<file path="src/rtl/fetch_pkg.sv">
// -----------------------------------------------------------------------------
// fetch_pkg
// Shared constants and helpers for the instruction-fetch front end.
//   INSTR_BYTES : byte distance between consecutive instruction addresses
//   NOP_INSTR   : canonical no-op encoding (addi x0, x0, 0)
//   ptr_inc     : circular pointer increment for a buffer of 'depth' entries
// -----------------------------------------------------------------------------
package fetch_pkg;

    localparam int unsigned INSTR_BYTES = 32'd4;
    localparam logic [31:0] NOP_INSTR   = 32'h0000_0013;

    // Advance a circular pointer, wrapping to zero after the last entry.
    function automatic logic [31:0] ptr_inc(input logic [31:0] ptr,
                                            input logic [31:0] depth);
        logic [31:0] nxt_s;
        if (ptr >= (depth - 32'd1)) begin
            nxt_s = 32'd0;
        end else begin
            nxt_s = ptr + 32'd1;
        end
        return nxt_s;
    endfunction

endpackage

</file>
<file path="src/rtl/fetch_fifo.sv">
// -----------------------------------------------------------------------------
// fetch_fifo
// Synchronous FIFO holding fetched {pc, instr} pairs in program order.
// Ports:
//   clk, reset       : rising-edge clock, asynchronous active-low reset
//   flush            : empty the buffer next cycle (dominates push and pop)
//   push, push_data  : write an entry
//   pop              : remove the head entry
//   pop_data         : head entry, all zeros while empty
//   count            : number of stored entries
//   empty, full      : occupancy flags
// -----------------------------------------------------------------------------
module fetch_fifo
    import fetch_pkg::*;
#(
    parameter int unsigned WIDTH = 41,
    parameter int unsigned DEPTH = 4,
    localparam int unsigned PTR_W = $clog2(DEPTH),
    localparam int unsigned CNT_W = $clog2(DEPTH + 1)
) (
    input  logic             clk,
    input  logic             reset,
    input  logic             flush,
    input  logic             push,
    input  logic [WIDTH-1:0] push_data,
    input  logic             pop,
    output logic [WIDTH-1:0] pop_data,
    output logic [CNT_W-1:0] count,
    output logic             empty,
    output logic             full
);

    localparam logic [CNT_W-1:0] CNT_ZERO = {CNT_W{1'b0}};
    localparam logic [CNT_W-1:0] CNT_ONE  = CNT_W'(1'b1);
    localparam logic [CNT_W-1:0] CNT_MAX  = CNT_W'(DEPTH);
    localparam logic [PTR_W-1:0] PTR_ZERO = {PTR_W{1'b0}};

    logic [WIDTH-1:0] mem_r [DEPTH];
    logic [PTR_W-1:0] wr_ptr_r;
    logic [PTR_W-1:0] rd_ptr_r;
    logic [CNT_W-1:0] count_r;
    logic [PTR_W-1:0] wr_ptr_nxt_s;
    logic [PTR_W-1:0] rd_ptr_nxt_s;
    logic [CNT_W-1:0] count_nxt_s;
    logic             push_s;
    logic             pop_s;

    // Qualify requests so an empty buffer is never popped and a full one never overwritten.
    always_comb begin
        pop_s  = 1'b0;
        push_s = 1'b0;
        if (pop && (count_r != CNT_ZERO)) begin
            pop_s = 1'b1;
        end else begin
            pop_s = 1'b0;
        end
        if (push && ((count_r != CNT_MAX) || pop_s)) begin
            push_s = 1'b1;
        end else begin
            push_s = 1'b0;
        end
    end

    // Next pointer and occupancy values.
    always_comb begin
        wr_ptr_nxt_s = wr_ptr_r;
        rd_ptr_nxt_s = rd_ptr_r;
        count_nxt_s  = count_r;
        if (flush) begin
            wr_ptr_nxt_s = PTR_ZERO;
            rd_ptr_nxt_s = PTR_ZERO;
            count_nxt_s  = CNT_ZERO;
        end else begin
            if (push_s) begin
                wr_ptr_nxt_s = PTR_W'(ptr_inc(32'(wr_ptr_r), 32'(DEPTH)));
            end else begin
                wr_ptr_nxt_s = wr_ptr_r;
            end
            if (pop_s) begin
                rd_ptr_nxt_s = PTR_W'(ptr_inc(32'(rd_ptr_r), 32'(DEPTH)));
            end else begin
                rd_ptr_nxt_s = rd_ptr_r;
            end
            case ({push_s, pop_s})
                2'b10:   count_nxt_s = count_r + CNT_ONE;
                2'b01:   count_nxt_s = count_r - CNT_ONE;
                default: count_nxt_s = count_r;
            endcase
        end
    end

    // Pointer and occupancy registers.
    always_ff @(posedge clk or negedge reset) begin
        if (!reset) begin
            wr_ptr_r <= PTR_ZERO;
            rd_ptr_r <= PTR_ZERO;
            count_r  <= CNT_ZERO;
        end else begin
            wr_ptr_r <= wr_ptr_nxt_s;
            rd_ptr_r <= rd_ptr_nxt_s;
            count_r  <= count_nxt_s;
        end
    end

    // Entry storage; a write during flush is harmless because the pointers reset.
    always_ff @(posedge clk or negedge reset) begin
        if (!reset) begin
            for (int i = 0; i < DEPTH; i++) begin
                mem_r[i] <= {WIDTH{1'b0}};
            end
        end else if (push_s) begin
            mem_r[wr_ptr_r] <= push_data;
        end
    end

    assign pop_data = (count_r != CNT_ZERO) ? mem_r[rd_ptr_r] : {WIDTH{1'b0}};
    assign count    = count_r;
    assign empty    = (count_r == CNT_ZERO);
    assign full     = (count_r == CNT_MAX);

endmodule

</file>
<file path="src/rtl/fetch_queue.sv">
// -----------------------------------------------------------------------------
// fetch_queue
// Instruction-fetch front end: PC generation, instruction-memory handshake and
// an in-order prefetch buffer of {pc, instr} pairs.
// Ports:
//   clk, reset          : rising-edge clock, asynchronous active-low reset
//   redirect            : flush everything and restart fetch at redirect_pc
//   redirect_pc         : new fetch address, low two bits ignored
//   imem_req, imem_addr : request to memory, accepted in the cycle asserted
//   imem_rvalid/rdata   : in-order responses, at least one cycle after request
//   out_valid/ready     : head-of-buffer handshake towards decode
//   out_pc, out_instr   : head entry, zero while out_valid is low
//   count, full         : buffer occupancy
// -----------------------------------------------------------------------------
module fetch_queue
    import fetch_pkg::*;
#(
    parameter int unsigned      PC_W     = 9,
    parameter int unsigned      INS_W    = 32,
    parameter int unsigned      DEPTH    = 4,
    parameter logic [PC_W-1:0]  RESET_PC = {PC_W{1'b0}},
    localparam int unsigned     CNT_W    = $clog2(DEPTH + 1)
) (
    input  logic             clk,
    input  logic             reset,
    input  logic             redirect,
    input  logic [PC_W-1:0]  redirect_pc,
    output logic             imem_req,
    output logic [PC_W-1:0]  imem_addr,
    input  logic             imem_rvalid,
    input  logic [INS_W-1:0] imem_rdata,
    output logic             out_valid,
    input  logic             out_ready,
    output logic [PC_W-1:0]  out_pc,
    output logic [INS_W-1:0] out_instr,
    output logic [CNT_W-1:0] count,
    output logic             full
);

    localparam int unsigned      CR_W       = CNT_W + 1;
    localparam logic [PC_W-1:0]  PC_STEP    = PC_W'(INSTR_BYTES);
    localparam logic [CR_W-1:0]  CREDIT_MAX = CR_W'(DEPTH);
    localparam logic [CNT_W-1:0] CNT_ZERO   = {CNT_W{1'b0}};
    localparam logic [CNT_W-1:0] CNT_ONE    = CNT_W'(1'b1);

    logic [PC_W-1:0]       fetch_pc_r;
    logic [PC_W-1:0]       resp_pc_r;
    logic [CNT_W-1:0]      inflight_r;
    logic [CNT_W-1:0]      discard_r;
    logic [PC_W-1:0]       fetch_pc_nxt_s;
    logic [PC_W-1:0]       resp_pc_nxt_s;
    logic [CNT_W-1:0]      inflight_nxt_s;
    logic [CNT_W-1:0]      discard_nxt_s;
    logic [PC_W-1:0]       redirect_base_s;
    logic [CNT_W-1:0]      count_s;
    logic [CR_W-1:0]       credit_used_s;
    logic                  issue_s;
    logic                  push_s;
    logic                  pop_s;
    logic                  fifo_empty_s;
    logic                  fifo_full_s;
    logic [PC_W+INS_W-1:0] head_s;
    logic                  unused_redirect_lsb_s;

    assign redirect_base_s       = {redirect_pc[PC_W-1:2], 2'b00};
    assign unused_redirect_lsb_s = ^redirect_pc[1:0];

    // Buffered plus outstanding entries may never exceed DEPTH, so a response
    // always finds a free slot even when nothing is popped that cycle.
    assign credit_used_s = {1'b0, count_s} + {1'b0, inflight_r};
    assign issue_s       = reset && !redirect && (credit_used_s < CREDIT_MAX);
    assign push_s        = imem_rvalid && !redirect && (discard_r == CNT_ZERO);
    assign pop_s         = !fifo_empty_s && out_ready && !redirect;

    // Next PC, outstanding-request and discard counters.
    always_comb begin
        fetch_pc_nxt_s = fetch_pc_r;
        resp_pc_nxt_s  = resp_pc_r;
        inflight_nxt_s = inflight_r;
        discard_nxt_s  = discard_r;
        case ({issue_s, imem_rvalid})
            2'b10:   inflight_nxt_s = inflight_r + CNT_ONE;
            2'b01:   inflight_nxt_s = inflight_r - CNT_ONE;
            default: inflight_nxt_s = inflight_r;
        endcase
        if (redirect) begin
            fetch_pc_nxt_s = redirect_base_s;
            resp_pc_nxt_s  = redirect_base_s;
            // Every response still outstanding after this cycle belongs to the
            // abandoned stream. inflight_r already includes the ones being
            // discarded, so back-to-back redirects do not double-count them.
            if (imem_rvalid) begin
                discard_nxt_s = inflight_r - CNT_ONE;
            end else begin
                discard_nxt_s = inflight_r;
            end
        end else begin
            if (issue_s) begin
                fetch_pc_nxt_s = fetch_pc_r + PC_STEP;
            end else begin
                fetch_pc_nxt_s = fetch_pc_r;
            end
            if (push_s) begin
                resp_pc_nxt_s = resp_pc_r + PC_STEP;
            end else begin
                resp_pc_nxt_s = resp_pc_r;
            end
            if (imem_rvalid && (discard_r != CNT_ZERO)) begin
                discard_nxt_s = discard_r - CNT_ONE;
            end else begin
                discard_nxt_s = discard_r;
            end
        end
    end

    // PC and counter registers.
    always_ff @(posedge clk or negedge reset) begin
        if (!reset) begin
            fetch_pc_r <= RESET_PC;
            resp_pc_r  <= RESET_PC;
            inflight_r <= CNT_ZERO;
            discard_r  <= CNT_ZERO;
        end else begin
            fetch_pc_r <= fetch_pc_nxt_s;
            resp_pc_r  <= resp_pc_nxt_s;
            inflight_r <= inflight_nxt_s;
            discard_r  <= discard_nxt_s;
        end
    end

    fetch_fifo #(
        .WIDTH (PC_W + INS_W),
        .DEPTH (DEPTH)
    ) u_fifo (
        .clk       (clk),
        .reset     (reset),
        .flush     (redirect),
        .push      (push_s),
        .push_data ({resp_pc_r, imem_rdata}),
        .pop       (pop_s),
        .pop_data  (head_s),
        .count     (count_s),
        .empty     (fifo_empty_s),
        .full      (fifo_full_s)
    );

    assign imem_req  = issue_s;
    assign imem_addr = fetch_pc_r;
    assign out_valid = !fifo_empty_s;
    assign out_pc    = head_s[PC_W+INS_W-1:INS_W];
    assign out_instr = head_s[INS_W-1:0];
    assign count     = count_s;
    assign full      = fifo_full_s;

endmodule

</file>
<file path="config.mk">
export PLATFORM = sky130hd
export DESIGN_NAME = fetch_queue
export DESIGN_NICKNAME = d
export VERILOG_FILES = /design/src/rtl/fetch_pkg.sv /design/src/rtl/fetch_fifo.sv /design/src/rtl/fetch_queue.sv
export SDC_FILE = /design/constraint.sdc
export NUM_CORES = 1
export LEC_CHECK = 0
export ABC_CLOCK_PERIOD_IN_PS = 4250
export CORE_MARGIN = 3
export CORE_UTILIZATION = 25
export DETAILED_ROUTE_END_ITERATION = 8
export PLACE_DENSITY = 0.53
export SLEW_MARGIN = 40
export SYNTH_ARGS = -nofsm -noshare
export SYNTH_HDL_FRONTEND = slang
export SYNTH_SLANG_ARGS = --single-unit
export TNS_END_PERCENT = 10
</file>
<file path="constraint.sdc">
create_clock -name clk -period 4.25 [get_ports clk]
set_clock_uncertainty 0.15 [all_clocks]
set_input_delay 0.425 -clock clk [delete_from_list [all_inputs] [get_ports clk]]
set_output_delay 0.425 -clock clk [all_outputs]
set_load 0.005 [all_outputs]
</file>
==> results_dict.tcl, run 1 <==
set metrics [dict create \
    status "finished clean" \
    reg2reg_slack_ns 1.47 \
    die_y_um 192.5 \
    die-area_um2 37070 \
    clock_sinks 183 \
    period_share 0.7687 \
    synth-seq-area-share 0.5265 \
    die_w_um 192.5 \
    cp_top_family "simple AND/OR/NAND/NOR gates" \
    worst_pin_slew_ns 0.6370 \
    vias 5103 \
    ioPinCount 102 \
    cp-end-kind "output pin" \
    cp_num_buf_inv 2 \
    cts_buffer_depth 2 \
    wl_mm 19.22 \
    fin_hold_ws_ns 0.3521 \
    synth.top_cell.area_share 0.5265 \
    synthArstFlopShare 1.000 \
    startpoint_type "flip-flop" \
    setup_viol 0 \
    setup_tns_ns 0 \
    drt-initial-drc-count 239 \
    crit_arrival_ns 2.69 \
    p_per_area_nw_per_um2 505.3 \
    grt_util_all_layers 0.1097 \
    h-tree-depth 4 \
    finalNetCount 750 \
    yosysTopAreaCell "dfrtp_1" \
    grt_max_degree 69 \
    grt_pass1_wl_mm 30.73 \
    rows 67 \
    vdd_drop_max_mv 0.2587 \
    port_buffers 95 \
    overflow 0 \
    post_cts_buffers 0 \
    slew_violations 0 \
    r2r_cells 7 \
    fin_ws_ns 0.9831 \
    hold_buffers 1 \
    ys_types 41 \
    place_congestion 0.7060 \
    worst_path_largest_cell_delay_ns 0.74 \
    cts_resized 0 \
    cts_tree "done" \
    leakage_nw 4.814 \
    worst_ep_required_time_ns 3.67 \
    maxSlewHeadroom 0.5753 \
    path_cells "or3_2 -> buf_4 -> and2_1 -> clkdlybuf4s50_1" \
    via_per_inst 4.441 \
    n_fill_cell 3407 \
    wl_per_cell_um 16.73 \
    finalHoldViolCount 0 \
    antenna_found_initial 0 \
    criticalPathCategory "reg -> out" \
    yosysWarnings 0 \
    min_delay_path_depth 1 \
    synth.most_common_cell "dfrtp_1" \
    crit_cells 4 \
    clock.fmax_mhz 306.1 \
    maxCapViolations 0 \
    core_um2 33950 \
    synth_ff_type "dfrtp_1" \
    drc 0 \
    cts.clk_slew.worst_paths_ns 0.07 \
    finalPower_w 0.005457 \
    syn_avg_cell_area_um2 14.55 \
    dp_hpwl_mm 12.01 \
    antennaDiodeCount 0 \
    ys_seq_elements 183 \
    drive_above_1_share 0.3723 \
    grt_pass1_vias 5362 \
    synth_area_leaders "dfrtp_1, mux2_2, mux4_2, and2_1, ha_1" \
    synthesis.instances 598 \
    initial_core_util 0.2562 \
    cts_buffers 17 \
    drt-pass1-iter-count 4 \
    slowest_stage "or3_2" \
    rsz0062_at_grt "no" \
    hold_class "reg -> reg" \
    fin_crit_ns 3.267 \
    synth_edf_count 0 \
    cts.root.buffer_cell "clkbuf_16" \
    netlist_area_um2 8698 \
    clock_latency_ns 0.44 \
    yosys-top-cells-count "dfrtp_1, mux2_2, and2_1, mux4_2, clkbuf_1" \
    syn_to_final_growth_pct 24.15 \
    path_max_fanout 25 \
    pre_cts_slack_ns 1.112 \
    ant_nets 0 \
]
kinds of logic after synthesis:
logic type	count (synthesis)	synth area share
AOI/OAI and AO/OA	22	0.01755
xor gates and xnor gates	17	0.01712
adders and majority gates	15	0.02244
buffers and inverters	51	0.02920
DFF	183	0.5265
muxes	211	0.3229
other	1	0.0004311
and+or+nand+nor	98	0.06387
registers in the layout, summed over array words and instances, names as in the netlist:
| name | cells |
|---|---|
| u_fifo.wr_ptr_r | 2 |
| resp_pc_r | 7 |
| u_fifo.rd_ptr_r | 2 |
| u_fifo.count | 3 |
| discard_r | 3 |
| imem_addr | 7 |
| u_fifo.mem_r | 156 |
| inflight_r | 3 |
placed cells by master, fill, tap and decap left out, types with 3 or more instances in the layout:
master,synthesis,routed
nor2_1,7,7
xor2_1,7,7
dfrtp_1,183,181
inv_1,9,9
mux4_2,39,39
mux2i_1,5,5
buf_4,6,10
mux2_2,167,167
conb_1,1,4
ha_1,14,14
bufinv_16,0,3
a21oi_1,8,8
clkbuf_16,0,17
o21ai_0,4,4
nand3_1,7,7
and2_1,41,41
buf_12,0,3
clkdlybuf4s50_1,0,94
nand2_1,22,18
nand2_2,0,4
xnor2_1,10,10
nand4_1,6,6
per-layer routing:
metal	GRT usage	vias to the layer above	part of all wire
met3	0.02652	13	0.033
li1	-	2342	-
met2	0.1730	83	0.47
met5	0	-	0
met4	0.03699	0	0.012
met1	0.1482	2665	0.48
report_power, final:
group	switching (W)	internal, W
clock	0.000714	0.000951
combinational	0.000546	0.000925
sequential	0.000234	0.00209
total	0.00149	0.00396
layout make-up:
type / instances / area (um^2) / share of cell area
clock buffers: 19 / 442.9 / 0.04101
clock inverters: 12 / 167.7 / 0.01553
inverters: 9 / 33.78 / 0.003128
multi-input cells: 367 / 3887 / 0.3600
flip-flops and latches: 183 / 4584 / 0.4245
well taps: 448 / 560.5 / 0.05191
repair buffers: 111 / 1122 / 0.1039
worst paths after layout:
path,endpoint,startpoint
min in group asynchronous,u_fifo.mem_r[29]$_DFFE_PN0P_,reset
hold reg to reg,u_fifo.mem_r[53]$_DFFE_PN0P_,u_fifo.mem_r[53]$_DFFE_PN0P_
setup reg to reg,u_fifo.count[2]$_DFFE_PN0P_,u_fifo.count[2]$_DFFE_PN0P_
hold / removal,u_fifo.mem_r[53]$_DFFE_PN0P_,u_fifo.mem_r[53]$_DFFE_PN0P_
max in group asynchronous,u_fifo.rd_ptr_r[0]$_DFFE_PN0P_,reset
setup / recovery,out_pc[8],u_fifo.count[2]$_DFFE_PN0P_
through the flow:
step                utilization  instances  area, um^2
floorplan                     -        601        8710
global placement         0.2984       1115       10130
detailed placement       0.2998       1117       10180
CTS                      0.3181       1149       10800
global route             0.3181       1149       10800
finish                   0.3181       1149       10800
Note: power is estimated with default switching activity, not from simulation.
==> inputs of run 2 (changes only) <==
--- a/config.mk
+++ b/config.mk
@@ -5,11 +5,11 @@
 export SDC_FILE = /design/constraint.sdc
 export NUM_CORES = 1
 export LEC_CHECK = 0
-export ABC_CLOCK_PERIOD_IN_PS = 4250
+export ABC_CLOCK_PERIOD_IN_PS = 2800
 export CORE_MARGIN = 3
 export CORE_UTILIZATION = 25
 export DETAILED_ROUTE_END_ITERATION = 8
-export PLACE_DENSITY = 0.53
+export PLACE_DENSITY = 0.54
 export SLEW_MARGIN = 40
 export SYNTH_ARGS = -nofsm -noshare
 export SYNTH_HDL_FRONTEND = slang
==> constraint.sdc (replaced) <==
create_clock -name clk -period 2.8 [get_ports clk]
set_clock_uncertainty 0.15 [all_clocks]
set_input_delay 0.28 -clock clk [delete_from_list [all_inputs] [get_ports clk]]
set_output_delay 0.28 -clock clk [all_outputs]
set_load 0.005 [all_outputs]
==> run 2 against run 1 <==
Clock power up 43%. Critical path depth unchanged. Power up 50%. Sequential power up 50%. Hold slack worse by 0.13 ns. Sequential share of layout area down 0.35 points. Largest cell class unchanged. Largest power group unchanged.
==> results_dict.tcl, run 2 (same netlist as run 1, synthesis figures left out) <==
set metrics [dict create \
    status "finished clean" \
    path_max_fanout 21 \
    finalNetCount 761 \
    rsz0062_at_grt "yes" \
    final_cell_mix "dfrtp_1, mux2_2, clkdlybuf4s50_1, and2_1, mux4_2" \
    r2r_cells 7 \
    largest_reg_flops 156 \
    pre_cts_slack_ns 0.2436 \
    grt_pass1_vias 5359 \
    fin_crit_ns 2.718 \
    h-tree-depth 4 \
    period_share 0.9706 \
    overflow 0 \
    grt_max_degree 128 \
    cts_buffer_depth 2 \
    ant_nets 0 \
    vias 5171 \
    place_congestion 0.6936 \
    cts.root.buffer_cell "clkbuf_16" \
    die_y_um 192.5 \
    cts.clk_slew.worst_paths_ns 0.08 \
    drt-pass1-iter-count 4 \
    ioPinCount 102 \
    drive_above_1_share 0.3857 \
    slew_violations 0 \
    cts_tree "done" \
    via_per_inst 4.454 \
    gr-usage-met3 0.02707 \
    syn_to_final_growth_pct 25.23 \
    worst_ep_required_time_ns 2.37 \
    leakage_nw 4.879 \
    regMostFlops "u_fifo.mem_r" \
    fin_ws_ns 0.08239 \
    finalPower_w 0.008192 \
    finalHoldViolCount 0 \
    grtUsageMet1 0.1538 \
    grt_util_all_layers 0.1098 \
    vdd_drop_max_mv 0.4067 \
    wl_per_cell_um 16.92 \
    antenna_found_initial 0 \
    grt_most_used_layer "met2" \
    n_fill_cell 3384 \
    rows 67 \
    hold_class "in -> async" \
    cts_buffers 17 \
    grt_pass1_wl_mm 30.82 \
    port_buffers 95 \
    layout_commonest_cell "dfrtp_1" \
    startpoint_type "flip-flop" \
    drt-initial-drc-count 210 \
    clock_sinks 183 \
    wl_mm 19.65 \
    die-area_um2 37070 \
    criticalPathCategory "reg -> out" \
    globalRouteMet2Util 0.1682 \
    maxCapViolations 0 \
    final_cells 1161 \
    die_w_um 192.5 \
    post_cts_buffers 0 \
    p_per_area_nw_per_um2 752.1 \
    clock.fmax_mhz 368.0 \
    dp.cells 1126 \
    dp_hpwl_mm 12.05 \
    core_um2 33950 \
    crit_arrival_ns 2.29 \
    clock_latency_ns 0.44 \
    setup_viol 0 \
    cp-end-kind "output pin" \
    antennaDiodeCount 0 \
    initial_core_util 0.2562 \
    drc 0 \
]
[run 2: cell count changes in the layout (fill, tap and decap cells not counted), sizes merged]
cell,previous run,this run
buf,15,26
bufinv,3,1
clkdlybuf4s50,94,92
clkinv,3,2
clkinvlp,2,4
dlygate4sd2,0,1
dlymetal6s2s,0,1
inv,13,15
[run 2: layout make-up]
type,count,area (um^2),area share
clock buffers,19,432.9,0.03974
clock inverters,13,136.4,0.01252
inverters,9,33.78,0.003101
multi-input cells,367,3900,0.3580
flip-flops and latches,183,4586,0.4210
well taps,448,560.5,0.05146
repair buffers,122,1244,0.1142
[run 2: worst max-delay path, cell delays in order (launching register included)]
cell	delay, ns
dfrtp_4	0.45
buf_12	0.22
mux4_2	0.51
and2_1	0.20
clkdlybuf4s50_1	0.46
[run 2: path summary, 6_finish.rpt]
kind	from	end	slack, ns
worst max-delay path	u_fifo.rd_ptr_r[0]$_DFFE_PN0P_	out_instr[22]	0.08
worst min-delay path	reset	imem_addr[4]$_DFFE_PN0N_	0.22
worst max register to register	discard_r[0]$_DFFE_PN0P_	u_fifo.mem_r[142]$_DFFE_PN0P_	0.31
worst min register to register	u_fifo.mem_r[56]$_DFFE_PN0P_	u_fifo.mem_r[56]$_DFFE_PN0P_	0.35
max in group asynchronous	reset	u_fifo.mem_r[102]$_DFFE_PN0P_	0.95
min in group clk	redirect_pc[4]	imem_addr[4]$_DFFE_PN0N_	0.34
[run 2: timing repair]
item,in CTS,in global routing
pin swaps,0,1
hold buffers,1,0
cloned,0,0
hold endpoints to repair,126,0
endpoints found under the setup margin,40,15
gates resized for setup,7,2
[run 2: through the flow]
stage                 util  hold slack [ns]  cell area [um^2]  TNS (ns)
finish              0.3208           0.2187             10890         0
global route        0.3208           0.2310             10890   -0.2178
CTS                 0.3193           0.3168             10840         0
detailed placement  0.3016           0.3376             10240         0
global placement    0.3016           0.3309             10240         0
floorplan                -          -0.1656              8710         0
[run 2: report_power, final]
part	internal, W	switching (W)
Clock	0.00125	0.00111
Sequential	0.00317	0.000326
Combinational	0.00145	0.000877
[run 2: layer usage]
metal	wire length [um]	vias up
met5	0	-
met2	9061	93
met3	762	11
li1	-	2372
met4	218	0
met1	9607	2695
